--- config.mk ---
export PLATFORM = sky130hd
export DESIGN_NAME = fir_prog_filter
export DESIGN_NICKNAME = d
export VERILOG_FILES = /design/src/rtl/fir_prog_filter.sv
export SDC_FILE = /design/constraint.sdc
export NUM_CORES = 1
export LEC_CHECK = 0
export BUFFER_PORTS_ARGS = -buffer_cell sky130_fd_sc_hd__buf_2
export CAP_MARGIN = 30
export CORE_ASPECT_RATIO = 1.5
export CORE_MARGIN = 2
export CORE_UTILIZATION = 35
export CTS_CLUSTER_DIAMETER = 30
export CTS_CLUSTER_SIZE = 40
export DETAILED_ROUTE_END_ITERATION = 10
export HOLD_SLACK_MARGIN = 0.05
export PLACE_DENSITY = 0.58
export SYNTH_ARGS = -nofsm -noshare
export SYNTH_HDL_FRONTEND = slang
export SYNTH_SLANG_ARGS = --single-unit
--- constraint.sdc ---
create_clock -name clk -period 4.7 [get_ports clk]
set_clock_uncertainty 0.05 [all_clocks]
set_input_delay 0.235 -clock clk [delete_from_list [all_inputs] [get_ports clk]]
set_output_delay 0.235 -clock clk [all_outputs]
set_load 0.01 [all_outputs]
--- src/rtl/fir_prog_filter.sv ---
// ---------------------------------------------------------------------------
// fir_prog_filter
//
// Pipelined N_TAPS-tap FIR filter with run-time programmable coefficients.
// Sits between a sample source (decimator / ADC front end) and downstream
// slicing logic.
//
// Datapath (each stage advances only while i_en=1):
//   delay line : shifts in i_is_data when i_en & i_valid
//   S1         : N_TAPS registered products active[k] * tap[k]
//   S2         : registered full-precision sum (cannot overflow)
//   S3         : rounded / saturated output word, o_valid, o_sat
// A sample accepted at edge n appears on o_os_data/o_valid after edge n+3;
// stalled edges (i_en=0) add latency one-for-one.
//
// Handshake: valid-only. A sample is taken on every rising edge where
// i_en & i_valid; there is no back-pressure. o_valid marks the edge on which
// o_os_data/o_sat carry a new result; with o_valid=0 o_os_data keeps its last
// value and o_sat is meaningless.
//
// Coefficients are double-buffered: i_coeff_we writes the shadow bank only,
// i_coeff_commit copies the whole shadow bank into the active bank in one
// edge. A write and a commit on the same edge commit the pre-edge shadow.
//
// Build option:
//   FIR_ROUND_EN  defined   -> round-half-up before dropping fraction bits
//                 undefined -> truncation (floor)
//
// Ports:
//   clk            system clock, rising edge
//   i_srst         synchronous active-high reset (wins over everything)
//   i_en           global enable; 0 freezes delay line, pipeline, outputs
//   i_is_data      signed input sample
//   i_valid        i_is_data qualifier
//   i_coeff_we     shadow coefficient write strobe
//   i_coeff_addr   shadow tap index (writes with addr >= N_TAPS ignored)
//   i_coeff_data   signed coefficient
//   i_coeff_commit copy shadow bank to active bank
//   o_os_data      signed filtered sample
//   o_valid        o_os_data qualifier
//   o_sat          set with an o_valid word that was saturated
// ---------------------------------------------------------------------------
module fir_prog_filter #(
  parameter int N_TAPS     = 4,
  parameter int NB_INPUT   = 8,
  parameter int NBF_INPUT  = 7,
  parameter int NB_COEFF   = 8,
  parameter int NBF_COEFF  = 7,
  parameter int NB_OUTPUT  = 8,
  parameter int NBF_OUTPUT = 7,
  localparam int ADDR_W    = (N_TAPS > 1) ? $clog2(N_TAPS) : 1
) (
  input  logic                        clk,
  input  logic                        i_srst,
  input  logic                        i_en,
  input  logic signed [NB_INPUT-1:0]  i_is_data,
  input  logic                        i_valid,
  input  logic                        i_coeff_we,
  input  logic        [ADDR_W-1:0]    i_coeff_addr,
  input  logic signed [NB_COEFF-1:0]  i_coeff_data,
  input  logic                        i_coeff_commit,
  output logic signed [NB_OUTPUT-1:0] o_os_data,
  output logic                        o_valid,
  output logic                        o_sat
);

  // -------------------------------------------------------------------------
  // Derived widths
  // -------------------------------------------------------------------------
  localparam int NB_PROD = NB_INPUT + NB_COEFF;
  localparam int NB_ADD  = NB_PROD + $clog2(N_TAPS);
  // Number of fractional LSBs dropped when forming the output word.
  localparam int D       = NBF_INPUT + NBF_COEFF - NBF_OUTPUT;

`ifdef FIR_ROUND_EN
  // One extra bit so adding the half-LSB can never wrap the sum.
  localparam int NB_RND  = NB_ADD + 1;
`else
  localparam int NB_RND  = NB_ADD;
`endif

  // Width of the value left after dropping D bits.
  localparam int NB_SH   = NB_RND - D;

  // Impulse set loaded at reset: tap0 = 2^(NB_COEFF-2), i.e. 0.5 in Q1.(NB_COEFF-1).
  localparam logic signed [NB_COEFF-1:0] IMPULSE = NB_COEFF'(1) <<< (NB_COEFF - 2);

  // -------------------------------------------------------------------------
  // Coefficient banks
  // -------------------------------------------------------------------------
  logic signed [NB_COEFF-1:0] shadow [N_TAPS];
  logic signed [NB_COEFF-1:0] active [N_TAPS];

  logic addr_ok;
  assign addr_ok = (int'(i_coeff_addr) < N_TAPS);

  // The commit reads shadow before this edge's write lands, so a same-edge
  // write only reaches the active bank at a later commit.
  always_ff @(posedge clk) begin
    if (i_srst) begin
      for (int k = 0; k < N_TAPS; k++) begin
        shadow[k] <= (k == 0) ? IMPULSE : '0;
        active[k] <= (k == 0) ? IMPULSE : '0;
      end
    end else begin
      if (i_coeff_commit) begin
        for (int k = 0; k < N_TAPS; k++) begin
          active[k] <= shadow[k];
        end
      end
      if (i_coeff_we && addr_ok) begin
        shadow[i_coeff_addr] <= i_coeff_data;
      end
    end
  end

  // -------------------------------------------------------------------------
  // Delay line and pipeline registers
  // -------------------------------------------------------------------------
  logic signed [NB_INPUT-1:0] taps [N_TAPS];
  logic                       v0;           // delay line holds a new sample

  logic signed [NB_PROD-1:0]  prod   [N_TAPS];
  logic signed [NB_PROD-1:0]  prod_c [N_TAPS];
  logic                       v1;

  logic signed [NB_ADD-1:0]   sum;
  logic signed [NB_ADD-1:0]   sum_c;
  logic                       v2;

  // Products: operands are sign-extended to the full product width first so
  // the multiply is exact in NB_PROD bits.
  always_comb begin
    for (int k = 0; k < N_TAPS; k++) begin
      prod_c[k] = NB_PROD'(active[k]) * NB_PROD'(taps[k]);
    end
  end

  // Full-precision adder tree; clog2(N_TAPS) guard bits make overflow impossible.
  always_comb begin
    sum_c = '0;
    for (int k = 0; k < N_TAPS; k++) begin
      sum_c = sum_c + NB_ADD'(prod[k]);
    end
  end

  // -------------------------------------------------------------------------
  // Output conversion (combinational from the S2 sum, registered in S3)
  // -------------------------------------------------------------------------
  logic signed [NB_RND-1:0]    rnd;
  logic signed [NB_SH-1:0]     shd;
  logic signed [NB_OUTPUT-1:0] conv;
  logic                        sat_c;

`ifdef FIR_ROUND_EN
  localparam int RND_SH = (D > 0) ? (D - 1) : 0;
  localparam logic signed [NB_RND-1:0] RND_HALF =
    (D > 0) ? (NB_RND'(1) <<< RND_SH) : '0;

  always_comb begin
    rnd = NB_RND'(sum) + RND_HALF;
  end
`else
  always_comb begin
    rnd = sum;
  end
`endif

  // Arithmetic shift drops the D fractional LSBs (floor on the possibly
  // rounded value).
  assign shd = NB_SH'(rnd >>> D);

  generate
    if (NB_SH > NB_OUTPUT) begin : g_sat
      // Bits above the output sign bit, plus the sign bit itself: they must
      // all agree for the value to fit.
      logic [NB_SH-NB_OUTPUT:0] excess;
      logic                     fits;

      always_comb begin
        excess = shd[NB_SH-1:NB_OUTPUT-1];
        fits   = (&excess) | (~|excess);
        sat_c  = ~fits;
        if (fits) begin
          conv = shd[NB_OUTPUT-1:0];
        end else if (rnd[NB_RND-1]) begin
          conv = {1'b1, {(NB_OUTPUT-1){1'b0}}};
        end else begin
          conv = {1'b0, {(NB_OUTPUT-1){1'b1}}};
        end
      end
    end else begin : g_nosat
      // The output is at least as wide as the shifted sum: plain sign extend.
      always_comb begin
        conv  = NB_OUTPUT'(shd);
        sat_c = 1'b0;
      end
    end
  endgenerate

  // -------------------------------------------------------------------------
  // Sequential datapath
  // -------------------------------------------------------------------------
  always_ff @(posedge clk) begin
    if (i_srst) begin
      for (int k = 0; k < N_TAPS; k++) begin
        taps[k] <= '0;
        prod[k] <= '0;
      end
      v0        <= 1'b0;
      v1        <= 1'b0;
      sum       <= '0;
      v2        <= 1'b0;
      o_os_data <= '0;
      o_valid   <= 1'b0;
      o_sat     <= 1'b0;
    end else if (i_en) begin
      // Delay line moves only on an accepted sample.
      if (i_valid) begin
        taps[0] <= i_is_data;
        for (int k = 1; k < N_TAPS; k++) begin
          taps[k] <= taps[k-1];
        end
      end
      v0 <= i_valid;

      // S1: products from the pre-edge active bank.
      for (int k = 0; k < N_TAPS; k++) begin
        prod[k] <= prod_c[k];
      end
      v1 <= v0;

      // S2: full-precision sum.
      sum <= sum_c;
      v2  <= v1;

      // S3: output word only updates for valid results; bubbles hold it.
      o_valid <= v2;
      o_sat   <= v2 & sat_c;
      if (v2) begin
        o_os_data <= conv;
      end
    end
  end

endmodule
==> run_results.csv, run 1 <==
group,metric,value,unit
run_status,status,"finished, final reports clean",
critical_path,path_class,"flop to flop",
cts,h-tree-depth,4,
die,io_pins,34,
finish,final_common_cell,"inv_1",
route,drtIter0Drc,462,
die,fp.dieArea,53300,um2
sta,report.final.slew_viol_count,0,
cts,insertion_delay,0.45,ns
synthesis,synthFlopType,"edfxtp_1",
synthesis,ys_seq_area_frac,0.294,
synthesis,synthArstFlopShare,0,
finish,drive_gt1_frac,0.0759,
cts,ctsRootBufferMaster,"clkbuf_16",
critical_path,critical_path_required,4.95,ns
min_path,hold_depth,2,
cts,clk_pin_slew_worst_paths,0.08,ns
grt,overflow,0,
power_and_ir_drop,total_power,6.98,mW
grt,first_global_vias,12400,
min_path,hold_path.class,"primary input to flop",
route,vias,11400,
sta,relSlewSlack,0.339,
finish,mostFrequentLayoutCells,"inv_1 (324), fa_1 (251), and2_1 (245), edfxtp_1 (160), ha_1 (130)",
critical_path,rr_endpoint,"prod[2][15]",
cts,cts_buffers,17,
job,maxCapViolCount,0,
finish,nets,2159,
grt,grt_max_degree,40,
die,placementRows,101,
synthesis,synth_fp_nets,2097,
synthesis,ys_types,54,
sta,layout_setup_ws,0.187,ns
synthesis,netlist_instances,1690,
synthesis,avgSynthCellArea,10.6,um2
critical_path,timing.rr.start,"taps[2][4]",
synthesis,synthesis.area,18000,um2
critical_path,critPathLaunch,"taps[2][4]",
critical_path,endpoint_kind,"flop",
route,antenna_left,0,
critical_path,critPathMaxFanout,9,
sta,hold_viol,0,
placement,place_ws,-0.0774,ns
sta,rsz0062_at_grt,"false",
sta,finalSetupViolCount,0,
synthesis,synth_edf_count,160,
critical_path,reg2regPathDepth,15,
finish,diodes,0,
grt,grt.total_usage,0.160,
route,drcViolationCount,0,
sta,worstMarginPinSlew,0.989,ns
cts,ctsLongestPathBuffers,2,
finish,syn_to_final_growth,10.0,%
grt,antenna_found_initial,1,
route,wl,40500,um
route,avgRoutedWirePerCell,16.6,um
placement,hpwl,33500,um
synthesis,ys_warn_count,0,
die,core,50700,um2
route,viasPerCell,4.67,
power_and_ir_drop,p_per_area,352,nW/um2
placement,numPortBuffers,33,
placement,routabilityCongestion,0.853,
die,die_w,189,um
grt,grt_pass1_wl,65100,um
power_and_ir_drop,leakage,9.23,nW
critical_path,r2r_setup_slack,0.19,ns
route,firstDrtPassIters,5,
sta,min_period,4.51,ns
synthesis,ys_seq_elements,184,
cts,cts_sinks,184,
sta,fin_crit_sh,0.960,
power_and_ir_drop,max-vdd-ir-drop,237,uV
sta,max_freq,0.222,GHz
critical_path,critPathArrivalTime,4.77,ns
critical_path,critPathCapture,"prod[2][15]",
cts,cts_tree,"yes",
die,fp.dieH,282,um
critical_path,cp-start-kind,"flop",
die,initial_utilization,0.355,
sta,fin_hold_ws,0.0696,ns
## Yosys cell counts (23+ instances only)
cell type / n / area share
a21oi_1: 49 / 0.014
and2_1: 245 / 0.085
and3_1: 43 / 0.015
clkbuf_1: 24 / 0.0050
dfxtp_1: 24 / 0.027
edfxtp_1: 160 / 0.27
fa_1: 252 / 0.28
ha_1: 131 / 0.091
inv_1: 325 / 0.068
nand2_1: 85 / 0.018
nor2_1: 57 / 0.012
nor2b_1: 33 / 0.011
nor3_1: 36 / 0.010
o21ai_0: 23 / 0.0064
xnor2_1: 34 / 0.017
## routing by layer
metal,up-vias,GRT usage,wire length [um]
met1,5651,0.175,15600
met4,2,0.0589,1110
li1,5519,-,-
met3,49,0.0172,906
met5,-,0,13
met2,153,0.312,22900
## area by class of cell
cell class | instances | area (um2)
well taps | 669 | 837
repair buffers | 69 | 448
flip-flops and latches | 184 | 5290
multi-input cells | 1155 | 11400
clock inverters | 15 | 159
clock buffers | 17 | 425
inverters | 325 | 1220
fillers | 4878 | 30900
## through the flow
step / cells / cell area (um2) / util / TNS, ns
CTS: 2419 / 19700 / 0.388 / 0
finish: 2434 / 19800 / 0.391 / 0
floorplan: 1690 / 18000 / - / 0
detailed placement: 2382 / 19000 / 0.375 / -0.0774
global route: 2434 / 19800 / 0.391 / 0
global placement: 2382 / 19000 / 0.375 / -0.0393
## logic make-up after synthesis
group	synth area share
compound gates	0.0556
xor+xnor	0.0239
fa+ha+maj	0.372
buf+inv	0.0733
flops	0.294
mux	0.00981
simple gates	0.172
## sequential cells by signal, indices dropped and copies added, names as in the netlist, 8 cells and up
signal and flops:
prod 64, active 32, shadow 32, taps 32, rnd 11, o_os_data 8
## worst max-delay path, cell delays in order (launching register included)
cell,delay (ns)
edfxtp_1,0.57
and2_1,0.24
fa_1,0.49
inv_1,0.06
fa_1,0.54
inv_1,0.05
fa_1,0.48
inv_1,0.05
fa_1,0.49
inv_1,0.04
ha_1,0.28
inv_1,0.07
o21ai_0,0.25
nand4_1,0.22
a2111o_1,0.40
o21ai_0,0.07
## power by group
part           internal, mW  switching, mW  leakage [nW]
Combinational          1.42           1.91          7.05
Clock                 0.753          0.691         0.281
Sequential             2.01          0.191          1.90
Total                  4.18           2.80          9.23
## worst min-delay path by stage
stage,slack (ns),from,endpoint
after floorplan,0.31,i_valid,v0
after global placement,0.39,rnd[13],rnd[13]
after detailed placement,0.40,rnd[13],rnd[13]
after CTS,0.05,i_is_data[3],taps[0][3]
after global routing,0.06,i_is_data[3],taps[0][3]
final,0.07,i_is_data[3],taps[0][3]
## timing repair
| item | 4_1_cts | 5_1_grt |
|---|---|---|
| endpoints found under the setup margin | 1 | 14 |
| pin swaps | 0 | 2 |
| hold buffers | 5 | 0 |
| endpoints found under the hold margin | 5 | 0 |
| gates resized for setup | 2 | 12 |
| buffers inserted | 0 | 15 |
(Power assumes the default switching activity.)
==> run 2: changes to the inputs <==
- CAP_MARGIN: 30 -> unset
- CORE_ASPECT_RATIO: 1.5 -> 0.9
==> run 2 against run 1 <==
Net effect: clock power about the same; worst hold slack better by 0.0099 ns; sequential share of layout area shrank 0.16 points; die area barely moved; via count down 2.1%; cell count increased by 0.94%; register-to-register slack better by 0.02 ns; power is 0.60% lower; cell area grew 0.62%; core utilization rose by 0.34 points; highest routed layer is now met4.
==> run_results.csv, run 2 (synthesis gave the netlist of run 1 again) <==
group,metric,value,unit
cts,cts_sinks,184,
route,drtIter0Drc,575,
placement,dp_cells,2402,
placement,hpwl,31500,um
critical_path,cpMaxStageDelayCell,"edfxtp_1",
finish,final_common_cell,"inv_1",
die,die_w,243,um
die,initial_utilization,0.356,
sta,relSlewSlack,0.233,
finish,drive_gt1_frac,0.0788,
critical_path,endpoint_kind,"flop",
power_and_ir_drop,max-vdd-ir-drop,274,uV
cts,h-tree-depth,4,
critical_path,crit_chain,"nand2_1 > fa_1 > fa_1 > inv_1 > fa_1 > inv_1 > fa_1 > inv_1 > ha_1 > o21a_1 > o21ai_1 > a21oi_1 > o21ai_0 > mux2i_1",
grt,antenna_found_initial,0,
die,fp.dieArea,53200,um2
critical_path,critPathMaxFanout,9,
sta,finalSetupViolCount,0,
min_path,hold_path.class,"primary input to flop",
die,io_pins,34,
route,antenna_left,0,
sta,fin_hold_ws,0.0795,ns
critical_path,crit_top_cell,"fa_1",
grt,first_global_vias,11600,
route,viasPerCell,4.53,
grt,grt.total_usage,0.152,
route,met3WireLength,1190,um
critical_path,cp-start-kind,"flop",
sta,report.final.slew_viol_count,0,
grt,overflow,0,
cts,clk_pin_slew_worst_paths,0.07,ns
sta,max_freq,0.222,GHz
cts,ctsLongestPathBuffers,2,
sta,fin_crit_sh,0.957,
critical_path,critPathCapture,"prod[2][14]",
critical_path,r2r_setup_slack,0.20,ns
power_and_ir_drop,p_per_area,348,nW/um2
finish,final_cell_area,19900,um2
critical_path,rr_endpoint,"prod[2][14]",
cts,insertion_delay,0.46,ns
finish,stdcell_count,2457,
finish,syn_to_final_growth,10.7,%
sta,hold_viol,0,
cts,ctsRootBufferMaster,"clkbuf_16",
die,placementRows,78,
placement,routabilityCongestion,0.827,
finish,mostFrequentLayoutCells,"inv_1 (324), fa_1 (249), and2_1 (245), edfxtp_1 (160), ha_1 (131)",
finish,fillers,4936,
critical_path,reg2regPathDepth,14,
cts,cts_tree,"yes",
cts,cts_buffers,17,
die,core,50600,um2
critical_path,critPathLaunch,"taps[2][5]",
route,vias,11100,
placement,numPortBuffers,33,
route,avgRoutedWirePerCell,15.6,um
critical_path,critPathArrivalTime,4.72,ns
finish,nets,2170,
critical_path,critical_path_required,4.92,ns
critical_path,timing.rr.start,"taps[2][5]",
power_and_ir_drop,leakage,9.29,nW
route,wl_met2,16700,um
sta,min_period,4.50,ns
placement,dpl-instance-area,19100,um2
die,fp.dieH,219,um
route,topRoutingLayerUsed,"met4",
critical_path,slowest_delay,0.63,ns
route,wl,38400,um
route,drcViolationCount,0,
grt,grt_max_degree,65,
route,m1WireLength,20200,um
finish,regMostFlops,"prod",
route,firstDrtPassIters,5,
sta,worstMarginPinSlew,1.15,ns
critical_path,path_class,"flop to flop",
grt,grt_pass1_wl,63800,um
finish,largest_reg_flops,64,
run_status,status,"finished, final reports clean",
job,maxCapViolCount,0,
## run 2: changes by cell type in the layout (fill, tap and decap cells not counted), sizes merged
cell / delta
clkinv: +4
dlygate4sd3: +6
diode: +1
clkinvlp: -3
inv: -1
buf: +5
## run 2: final cells by class
class / instances / area, um2 / share of cell area
multi-input combinational: 1155 / 11400 / 0.574
sequential: 184 / 5290 / 0.265
inverter: 325 / 1220 / 0.0613
tap: 680 / 851 / 0.0427
timing repair buffer: 80 / 546 / 0.0274
clock buffer: 17 / 425 / 0.0214
clock inverter: 15 / 158 / 0.00792
antenna: 1 / 2.50 / 0.000126
## run 2: what timing repair did
| action | in CTS | in global routing |
|---|---|---|
| gates resized for setup | 0 | 13 |
| endpoints found under the setup margin | 0 | 10 |
| setup buffers | 0 | 11 |
| hold buffers | 11 | 0 |
| hold endpoints to repair | 20 | 0 |
## run 2: layer usage
| metal | global-route usage | up-vias |
|---|---|---|
| met2 | 0.235 | 165 |
| li1 | - | 5521 |
| met5 | 0 | - |
| met4 | 0.0294 | 0 |
| met3 | 0.0209 | 23 |
| met1 | 0.228 | 5431 |
## run 2: worst min-delay path by stage
stage                               start            to  slack, ns  depth (start not counted)
after floorplan                   i_valid            v0       0.31                          1
after global placement            rnd[11]       rnd[11]       0.41                          2
after detailed placement          rnd[13]       rnd[13]       0.41                          2
after CTS                 i_coeff_data[7]  shadow[1][7]       0.06                          2
after global routing      i_coeff_data[7]  shadow[1][7]       0.07                          2
final                     i_coeff_data[7]  shadow[1][7]       0.08                          2
## run 2: per-stage QoR
step,TNS [ns],power [mW],utilization,setup slack (ns)
after floorplan,0,4.69,-,0.466
after global placement,0,5.46,0.378,0.111
after detailed placement,0,5.49,0.378,0.0484
after CTS,0,6.97,0.392,0.0197
after global routing,-0.00184,7.57,0.394,-0.00184
final,0,6.93,0.394,0.204
## run 2: power breakdown
group,switching (mW),internal (mW)
logic,1.89,1.41
registers,0.191,2.01
clock network,0.688,0.751
total,2.77,4.17
## run 2: worst max-delay path: cells and delay by family (launching register included)
family	cells	cell delay, ns
flops	1	0.63
mux	1	0.28
buf+inv	3	0.14
compound gates	4	0.79
fa+ha+maj	5	2.26
simple gates	1	0.15
